[config.mk]
export PLATFORM = sky130hd
export DESIGN_NAME = regdump_tx_flat
export DESIGN_NICKNAME = d
export VERILOG_FILES = /design/src/rtl/regdump_pkg.sv /design/src/rtl/regdump_tx_if.sv /design/src/rtl/regdump_tx.sv /design/src/flat_wrapper.sv
export SDC_FILE = /design/constraint.sdc
export NUM_CORES = 2
export LEC_CHECK = 0
export BUFFER_PORTS_ARGS = -buffer_cell sky130_fd_sc_hd__clkbuf_2
export CAP_MARGIN = 5
export CORE_AREA = 5 5 398 400
export DETAILED_ROUTE_END_ITERATION = 6
export DIE_AREA = 0 0 403 405
export GPL_ROUTABILITY_DRIVEN = 1
export HOLD_SLACK_MARGIN = 0.02
export PLACE_DENSITY_LB_ADDON = 0.1
export REMOVE_ABC_BUFFERS = 1
export SLEW_MARGIN = 30
export SYNTH_ARGS = -nofsm -noshare
export SYNTH_HDL_FRONTEND = slang
export SYNTH_SLANG_ARGS = --single-unit
export TNS_END_PERCENT = 100
[constraint.sdc]
create_clock -name clk -period 3.3 [get_ports clk]
set_clock_uncertainty 0.2 [all_clocks]
set_input_delay 0.495 -clock clk [delete_from_list [all_inputs] [get_ports clk]]
set_output_delay 0.495 -clock clk [all_outputs]
set_load 0.02 [all_outputs]
[src/rtl/regdump_pkg.sv]
// Shared types and constants for the register-file dump transmitter.
// Frame: header byte, all register bytes MSB-first, optional XOR byte (REGDUMP_TX_CHECKSUM_EN).
package regdump_pkg;

    typedef enum logic [1:0] {
        IDLE = 2'd0,
        HDR  = 2'd1,
        DATA = 2'd2,
        CHK  = 2'd3
    } state_t;

    localparam int          NUM_REGS_DEFAULT = 32;
    localparam int          REG_W_DEFAULT    = 32;
    localparam logic [7:0]  HEADER_DEFAULT   = 8'hA5;
    localparam int          BYTES_PER_FRAME  = NUM_REGS_DEFAULT * REG_W_DEFAULT / 8;

    function automatic int frame_bytes(input int num_regs, input int reg_w);
        return num_regs * reg_w / 8;
    endfunction

endpackage

[src/rtl/regdump_tx_if.sv]
// Byte stream valid/ready link from the dump transmitter to the debug host path.
interface regdump_tx_if;

    logic [7:0] tx_data;
    logic       tx_valid;
    logic       tx_ready;

    modport master (
        output tx_data,
        output tx_valid,
        input  tx_ready
    );

    modport slave (
        input  tx_data,
        input  tx_valid,
        output tx_ready
    );

endinterface

[src/rtl/regdump_tx.sv]
// Snapshots the flat register bus on start and streams it out as a byte frame.
// Build option REGDUMP_TX_CHECKSUM_EN appends an XOR byte of all data bytes.
//
// state | meaning
// IDLE  | waiting for start; tx_valid low, busy low
// HDR   | offering the header byte
// DATA  | offering snapshot byte idx_q
// CHK   | offering the XOR of all data bytes (checksum build only)
module regdump_tx
    import regdump_pkg::*;
#(
    parameter int         NUM_REGS = NUM_REGS_DEFAULT,
    parameter int         REG_W    = REG_W_DEFAULT,
    parameter logic [7:0] HEADER   = HEADER_DEFAULT
) (
    input  logic                      clk,
    input  logic                      reset_n,
    input  logic                      start,
    input  logic [NUM_REGS*REG_W-1:0] regs,
    regdump_tx_if.master              tx,
    output logic                      busy,
    output logic                      done
);

    localparam int BYTES = frame_bytes(NUM_REGS, REG_W);
    localparam int BPR   = REG_W / 8;
    localparam int IDX_W = (BYTES > 1) ? $clog2(BYTES) : 1;
    localparam logic [IDX_W-1:0] LAST_IDX = IDX_W'(BYTES - 1);

    state_t           state_q;
    state_t           state_d;
    logic [IDX_W-1:0] idx_q;
    logic [IDX_W-1:0] idx_d;
    logic             capture;
    logic             done_d;

    // Snapshot is stored already in transmit order so DATA is a plain index.
    logic [7:0]       snap_q [BYTES];

`ifdef REGDUMP_TX_CHECKSUM_EN
    logic [7:0]       chk_q;
    logic [7:0]       chk_d;
`endif

    assign busy = (state_q != IDLE);

    always_comb begin
        state_d     = state_q;
        idx_d       = idx_q;
        capture     = 1'b0;
        done_d      = 1'b0;
        tx.tx_valid = 1'b0;
        tx.tx_data  = 8'h00;
`ifdef REGDUMP_TX_CHECKSUM_EN
        chk_d       = chk_q;
`endif
        case (state_q)
            IDLE: begin
                if (start) begin
                    capture = 1'b1;
                    idx_d   = '0;
`ifdef REGDUMP_TX_CHECKSUM_EN
                    chk_d   = 8'h00;
`endif
                    state_d = HDR;
                end
            end
            HDR: begin
                tx.tx_valid = 1'b1;
                tx.tx_data  = HEADER;
                if (tx.tx_ready) begin
                    idx_d   = '0;
                    state_d = DATA;
                end
            end
            DATA: begin
                tx.tx_valid = 1'b1;
                tx.tx_data  = snap_q[idx_q];
                if (tx.tx_ready) begin
`ifdef REGDUMP_TX_CHECKSUM_EN
                    chk_d = chk_q ^ snap_q[idx_q];
`endif
                    if (idx_q == LAST_IDX) begin
`ifdef REGDUMP_TX_CHECKSUM_EN
                        state_d = CHK;
`else
                        state_d = IDLE;
                        done_d  = 1'b1;
`endif
                    end else begin
                        idx_d = idx_q + 1'b1;
                    end
                end
            end
`ifdef REGDUMP_TX_CHECKSUM_EN
            CHK: begin
                tx.tx_valid = 1'b1;
                tx.tx_data  = chk_q;
                if (tx.tx_ready) begin
                    state_d = IDLE;
                    done_d  = 1'b1;
                end
            end
`endif
            default: state_d = IDLE;
        endcase
    end

    always_ff @(posedge clk or negedge reset_n) begin
        if (!reset_n) begin
            state_q <= IDLE;
            idx_q   <= '0;
            done    <= 1'b0;
`ifdef REGDUMP_TX_CHECKSUM_EN
            chk_q   <= 8'h00;
`endif
        end else begin
            state_q <= state_d;
            idx_q   <= idx_d;
            done    <= done_d;
`ifdef REGDUMP_TX_CHECKSUM_EN
            chk_q   <= chk_d;
`endif
        end
    end

    // Register r lands at byte slots r*BPR .. r*BPR+BPR-1, most-significant byte first.
    always_ff @(posedge clk or negedge reset_n) begin
        if (!reset_n) begin
            for (int i = 0; i < BYTES; i++) begin
                snap_q[i] <= 8'h00;
            end
        end else if (capture) begin
            for (int r = 0; r < NUM_REGS; r++) begin
                for (int b = 0; b < BPR; b++) begin
                    snap_q[r*BPR + b] <= regs[REG_W*r + 8*(BPR-1-b) +: 8];
                end
            end
        end
    end

endmodule
[src/flat_wrapper.sv]
// flat-port wrapper written by rule: the top's interface ports become plain ports
module regdump_tx_flat import regdump_pkg::*;
#(
    parameter int         NUM_REGS = NUM_REGS_DEFAULT,
    parameter int         REG_W    = REG_W_DEFAULT,
    parameter logic [7:0] HEADER   = HEADER_DEFAULT
)
  (clk, reset_n, start, regs, busy, done, tx_tx_data, tx_tx_valid, tx_tx_ready);
  regdump_tx_if tx_i ();
  input  logic clk;
  input  logic reset_n;
  input  logic start;
  input  logic [NUM_REGS*REG_W-1:0] regs;
  output logic busy;
  output logic done;
  output wire logic [$bits(tx_i.tx_data)-1:0] tx_tx_data;
  output wire logic [$bits(tx_i.tx_valid)-1:0] tx_tx_valid;
  input wire logic [$bits(tx_i.tx_ready)-1:0] tx_tx_ready;
  assign tx_tx_data = tx_i.tx_data;
  assign tx_tx_valid = tx_i.tx_valid;
  assign tx_i.tx_ready = tx_tx_ready;
  regdump_tx #(.NUM_REGS(NUM_REGS), .REG_W(REG_W), .HEADER(HEADER)) u_core (.clk(clk), .reset_n(reset_n), .start(start), .regs(regs), .tx(tx_i), .busy(busy), .done(done));
endmodule
# Word-level counts from Yosys, hierarchy flattened
# Cells that the tools add are included.
[word_totals]
reg_bits = 1034
word_cells = 168
inputBits = 1028
output_inout_bits = 11
[classes]
muxes = 20
order_cmp = 1
addsub = 1
bitwise = 1
reduce_logical = 6
eq_ne = 8
[op_table]
columns = ["operator", "n"]
rows = [
  ["binary-select mux 8 bit (select 7 bit)", 1],
  ["two-way mux 7 bit", 4],
  ["one-hot mux 7 bit (3 select lines)", 1],
  ["two-way mux 8 bit", 2],
  ["one-hot mux 8 bit (2 select lines)", 1],
  [">= comparator 8 bit, second input constant", 1],
  ["two-way mux 2 bit", 4],
  ["!= test 2 bit, second input constant", 4],
  ["inverter 7 -> 8 bit", 1],
  ["adder 7 x 1 -> 7 bit, second input constant", 1],
  ["equality test 7 bit, second input constant", 1],
  ["two-way mux 1 bit", 6],
  ["one-hot mux 2 bit (3 select lines)", 1],
  ["AND reduction 5 bit", 1],
  ["AND reduction 4 bit", 1],
  ["nonzero test 3 bit", 1],
  ["equality test 2 x 1 -> 1 bit, second input constant", 1],
  ["equality test 2 bit, second input constant", 1],
  ["logical NOT 2 bit", 1],
  ["!= test 2 x 1 -> 1 bit, second input constant", 1],
  ["nonzero test 2 bit", 1],
  ["OR reduction 2 bit", 1],
]

# Depth between registers and ports, before layout
[depth]
depth_word = 5
depth_mapped = 12
ltp_nobuf = 8

# Worst setup path before layout
# Ideal clock, no wire load.
[synth_timing]
path_kind = "flip-flop to output port"
from = "reg u_core.idx_q[0]"
to = "out tx_tx_data[0]"
path_stages_with_launch = 12
t_required_ps = 2605
t_arrival_ps = 2411
path_buffers = 5
slack_ps = 194
path_cell_list = "dfrtp_1 -> buf_6 -> buf_12 -> buf_6 -> buf_4 -> and2b_1 -> buf_2 -> a22oi_1 -> nand3_1 -> a221oi_1 -> nor4_1 -> nor3_1"
[synth_via]
elab_chain_len = 5
[synth_rtl]
columns = ["element", "line_no", "rtl"]
rows = [
  ["start: declaration", "regdump_tx.sv:32", "logic [IDX_W-1:0] idx_q;"],
  ["start signal: assignment", "regdump_tx.sv:119", "idx_q <= idx_d;"],
  ["inverter 7 -> 8 bit (not written as such)", "regdump_tx.sv:78", "tx.tx_data = snap_q[idx_q];"],
  ["binary-select mux 8 bit (select 7 bit)", "regdump_tx.sv:78", ""],
  ["two-way mux 8 bit (not written as such) (2 in series)", "regdump_tx.sv:78", ""],
  ["one-hot mux 8 bit (2 select lines)", "regdump_tx.sv:57", "case (state_q)"],
  ["end: declaration", "flat_wrapper.sv:16", "output wire logic [$bits(tx_i.tx_data)-1:0] tx_tx_data;"],
]
# Every way passes these cells. The select of a mux whose other input is x is not followed.

# Worst setup path in the final report
[layout_timing]
from = "reg u_core.idx_q[1]"
to = "out tx_tx_data[0]"
# Same word-level chain as after synthesis.

==> summary.md <==
| Metric | Value |
|---|---|
| Slew headroom | 0.398 |
| Full die area | 163000 µm² |
| Synth warnings | 0 |
| IO Count | 1039 |
| Bufs and invs on worst path | 5 |
| Area Growth Syn to Fin | 53.5% |
| Post-synthesis cell type count | 55 |
| Die Ht | 405 µm |
| Post-synth top flop | dfrtp_1 |
| 1st-iter DRT viols | 1594 |
| Crit Path Category | reg2out |
| Synth cell count leaders | dfrtp_1 (1034), mux2_2 (1034), mux4_2 (222) |
| # DRC | 0 |
| Cell area after synthesis | 46700 µm² |
| Power, Total | 61.1 mW |
| Initial antenna violation count | 67 |
| CTS buffer count | 119 |
| DR vias | 35500 |
| Number of synthesized flops with an enable pin | 0 |
| Die width | 403 µm |
| Top post-synthesis cells by area | dfrtp_1 (55%), mux2_2 (25%), mux4_2 (11%) |
| Row cnt | 145 |
| Req. time, crit path | 2.60 ns |
| Post-synth ARST share | 1.00 |
| DP HPWL | 141000 µm |
| Crit path DAT | 3.42 ns |
| P_leak | 31.0 nW |
| Setup total negative slack | -5.93 ns |
| Core area | 155000 µm² |
| Nets | 6197 |
| Startpoint Class | flop |
| First-pass GRT wire length | 277000 µm |
| Outcome | complete, but fails checks |
| Hold Crit Class | reg2reg |
| Seq/Total Area, Yosys | 0.554 |
| Failing checks | negative setup slack |
| Cell mode on critical path | buf_12 |
| Tightest Pin Transition | 0.901 ns |
| Synth Instances | 2920 |
| Final Hold Vio Count | 0 |
| Largest net degree at the start of global routing | 106 |
| Max IR drop VDD | 0.000462 V |
| Total grt overflow | 0 |
| Worst-path maximum fanout | 11 |
| CP max-delay cell | dfrtp_4 |
| Bufs on Longest Clock Path | 3 |
| Worst setup margin | -0.811 ns |
| CP endpoint kind | output port |
| Worst-Skew Late Latency | 0.75 ns |
| WL final | 193000 µm |
| H-Tree Depth | 3 |
| Gp weighted congestion | 0.797 |
| FMAX | 243 MHz |
| Pwr dens | 851 nW/µm² |
| CTS tree | done |
| Crit-path cells | buf_12 -> buf_12 -> buf_12 -> buf_4 -> mux2i_1 -> a221oi_2 -> o21ai_0 -> a221oi_2 -> nor4_2 -> nor3_2 -> buf_2 |
| Overall Global Routing Usage | 0.232 |
| Share of cells above drive strength 1 | 0.542 |
| Vias per inst | 4.80 |
| Clock sink total | 1034 |
| Max Slew Vio Count | 0 |
| Final core occ | 0.463 |
| RSZ-0062 raised after global routing | yes |
| Synth top area share | 0.554 |
| Area leader, netlist | dfrtp_1 |
| Root Buffer | clkbuf_16 |
| CP max stage delay | 0.50 ns |
| Final count of negative-setup-slack endpoints | 8 |
| Port buffer count | 1038 |
| Mean Syn Cell Area | 16.0 µm² |
| Synthesized flop and latch total | 1034 |
| Post-route ant nets | 0 |
| Clk slew on worst S/H paths | 0.06 ns |
| Family with the most delay on the worst path | buffers and inverters |
| Initial Utilization | 0.302 |
| WL per Instance | 26.1 µm |
| Final period utilization | 1.25 |
| Drt first pass iters | 5 |
| Max-cap violation count | 0 |
| Number of global-route vias before repair | 40300 |
| Post-layout min period | 4.11 ns |
final timing paths:
check	from	endpoint	slack [ns]	depth (start not counted)
worst max-delay path	u_core.idx_q[1]$_DFFE_PN0P_	tx_tx_data[0]	-0.81	11
worst min-delay path	u_core.snap_q[47]$_DFFE_PN0P_	u_core.snap_q[47]$_DFFE_PN0P_	0.30	1
worst max register to register	u_core.idx_q[0]$_DFFE_PN0P_	u_core.state_q[1]$_DFFE_PN0P_	0.59	11
worst min register to register	u_core.snap_q[47]$_DFFE_PN0P_	u_core.snap_q[47]$_DFFE_PN0P_	0.30	1
max in group asynchronous	reset_n	u_core.snap_q[238]$_DFFE_PN0P_	1.26	3
min in group asynchronous	reset_n	u_core.snap_q[103]$_DFFE_PN0P_	0.37	3
layer usage:
metal  global-route usage  vias to the layer above  share of wire
li1                     -                    15600              -
met1                0.292                    18200           0.41
met2                0.386                     1158           0.48
met3               0.0425                      478          0.046
met4                0.115                       10          0.055
met5                    0                        -        0.00034
worst register-to-register path: cells and delay by family (launching register included):
family                   cells  cell delay [ns]
multiplexers                 1             0.36
buffers and inverters        4             0.52
adder cells (fa/ha/maj)      1             0.23
flip-flops                   1             0.43
AO/OA/AOI/OAI                1             0.07
AND/OR/NAND/NOR              4             0.78
power by group:
group | switching (mW) | internal (mW)
combinational | 9.67 | 14.8
clock | 5.61 | 8.06
sequential | 3.75 | 19.2
state kept, by name, indices dropped and copies added, names as in the netlist:
signal          count
u_core.idx_q        7
u_core.state_q      2
u_core.snap_q    1024
u_core.done         1
area by class of cell:
cell class                 count  area (µm²)
clock inverter                29         415
antenna                       63         158
tap                         2058        2570
multi-input combinational   1669       20300
inverter                       6        22.5
timing repair buffer        2335       18700
fill                       13900       83200
clock buffer                 192        3670
sequential                  1034       25900
cells by family after synthesis:
group / Yosys count / share of synthesized area
compound gates: 162 / 0.0248
flops: 1034 / 0.554
buf+inv: 217 / 0.0236
mux: 1369 / 0.383
fa+ha+maj: 4 / 0.00107
simple gates: 134 / 0.0137
metrics by stage:
stage                     area, µm²  worst slack [ns]  cells  hold slack, ns
after floorplan               45700            -21.94   2709       -0.000591
after global placement        56000             -1.10   6029           0.237
after detailed placement      56000             -1.05   6029           0.238
after CTS                     71300            -0.895   7311           0.229
after global routing          71700            -0.942   7374           0.253
final                         71700            -0.811   7386           0.297
placed cells by master, fill, tap and decap left out, types with 7 or more instances in the layout:
| cell type | instances |
|---|---|
| mux2i_2 | 9 |
| diode_2 | 63 |
| buf_16 | 8 |
| o21ai_0 | 7 |
| a22oi_1 | 33 |
| nor3_1 | 9 |
| clkbuf_16 | 121 |
| nor2_1 | 20 |
| a22o_1 | 8 |
| mux2_2 | 1033 |
| clkinv_2 | 13 |
| a21oi_1 | 29 |
| dlygate4sd3_1 | 1028 |
| clkbuf_2 | 1029 |
| buf_12 | 68 |
| nand3_1 | 9 |
| buf_4 | 182 |
| clkbuf_8 | 45 |
| mux2i_1 | 93 |
| buf_6 | 8 |
| a31oi_1 | 7 |
| mux4_2 | 226 |
| nand2_1 | 37 |
| clkbuf_1 | 31 |
| dfrtp_1 | 1028 |
| o211ai_1 | 7 |
timing repair:
item,CTS,global route
endpoints found under the hold margin,1731,0
endpoints found under the setup margin,8,8
gates cloned,5,2
pin swaps,20,15
gates resized for setup,119,35
buffers inserted,31,11
hold buffers,1028,0
No activity file was read; power rests on OpenSTA's default activity.
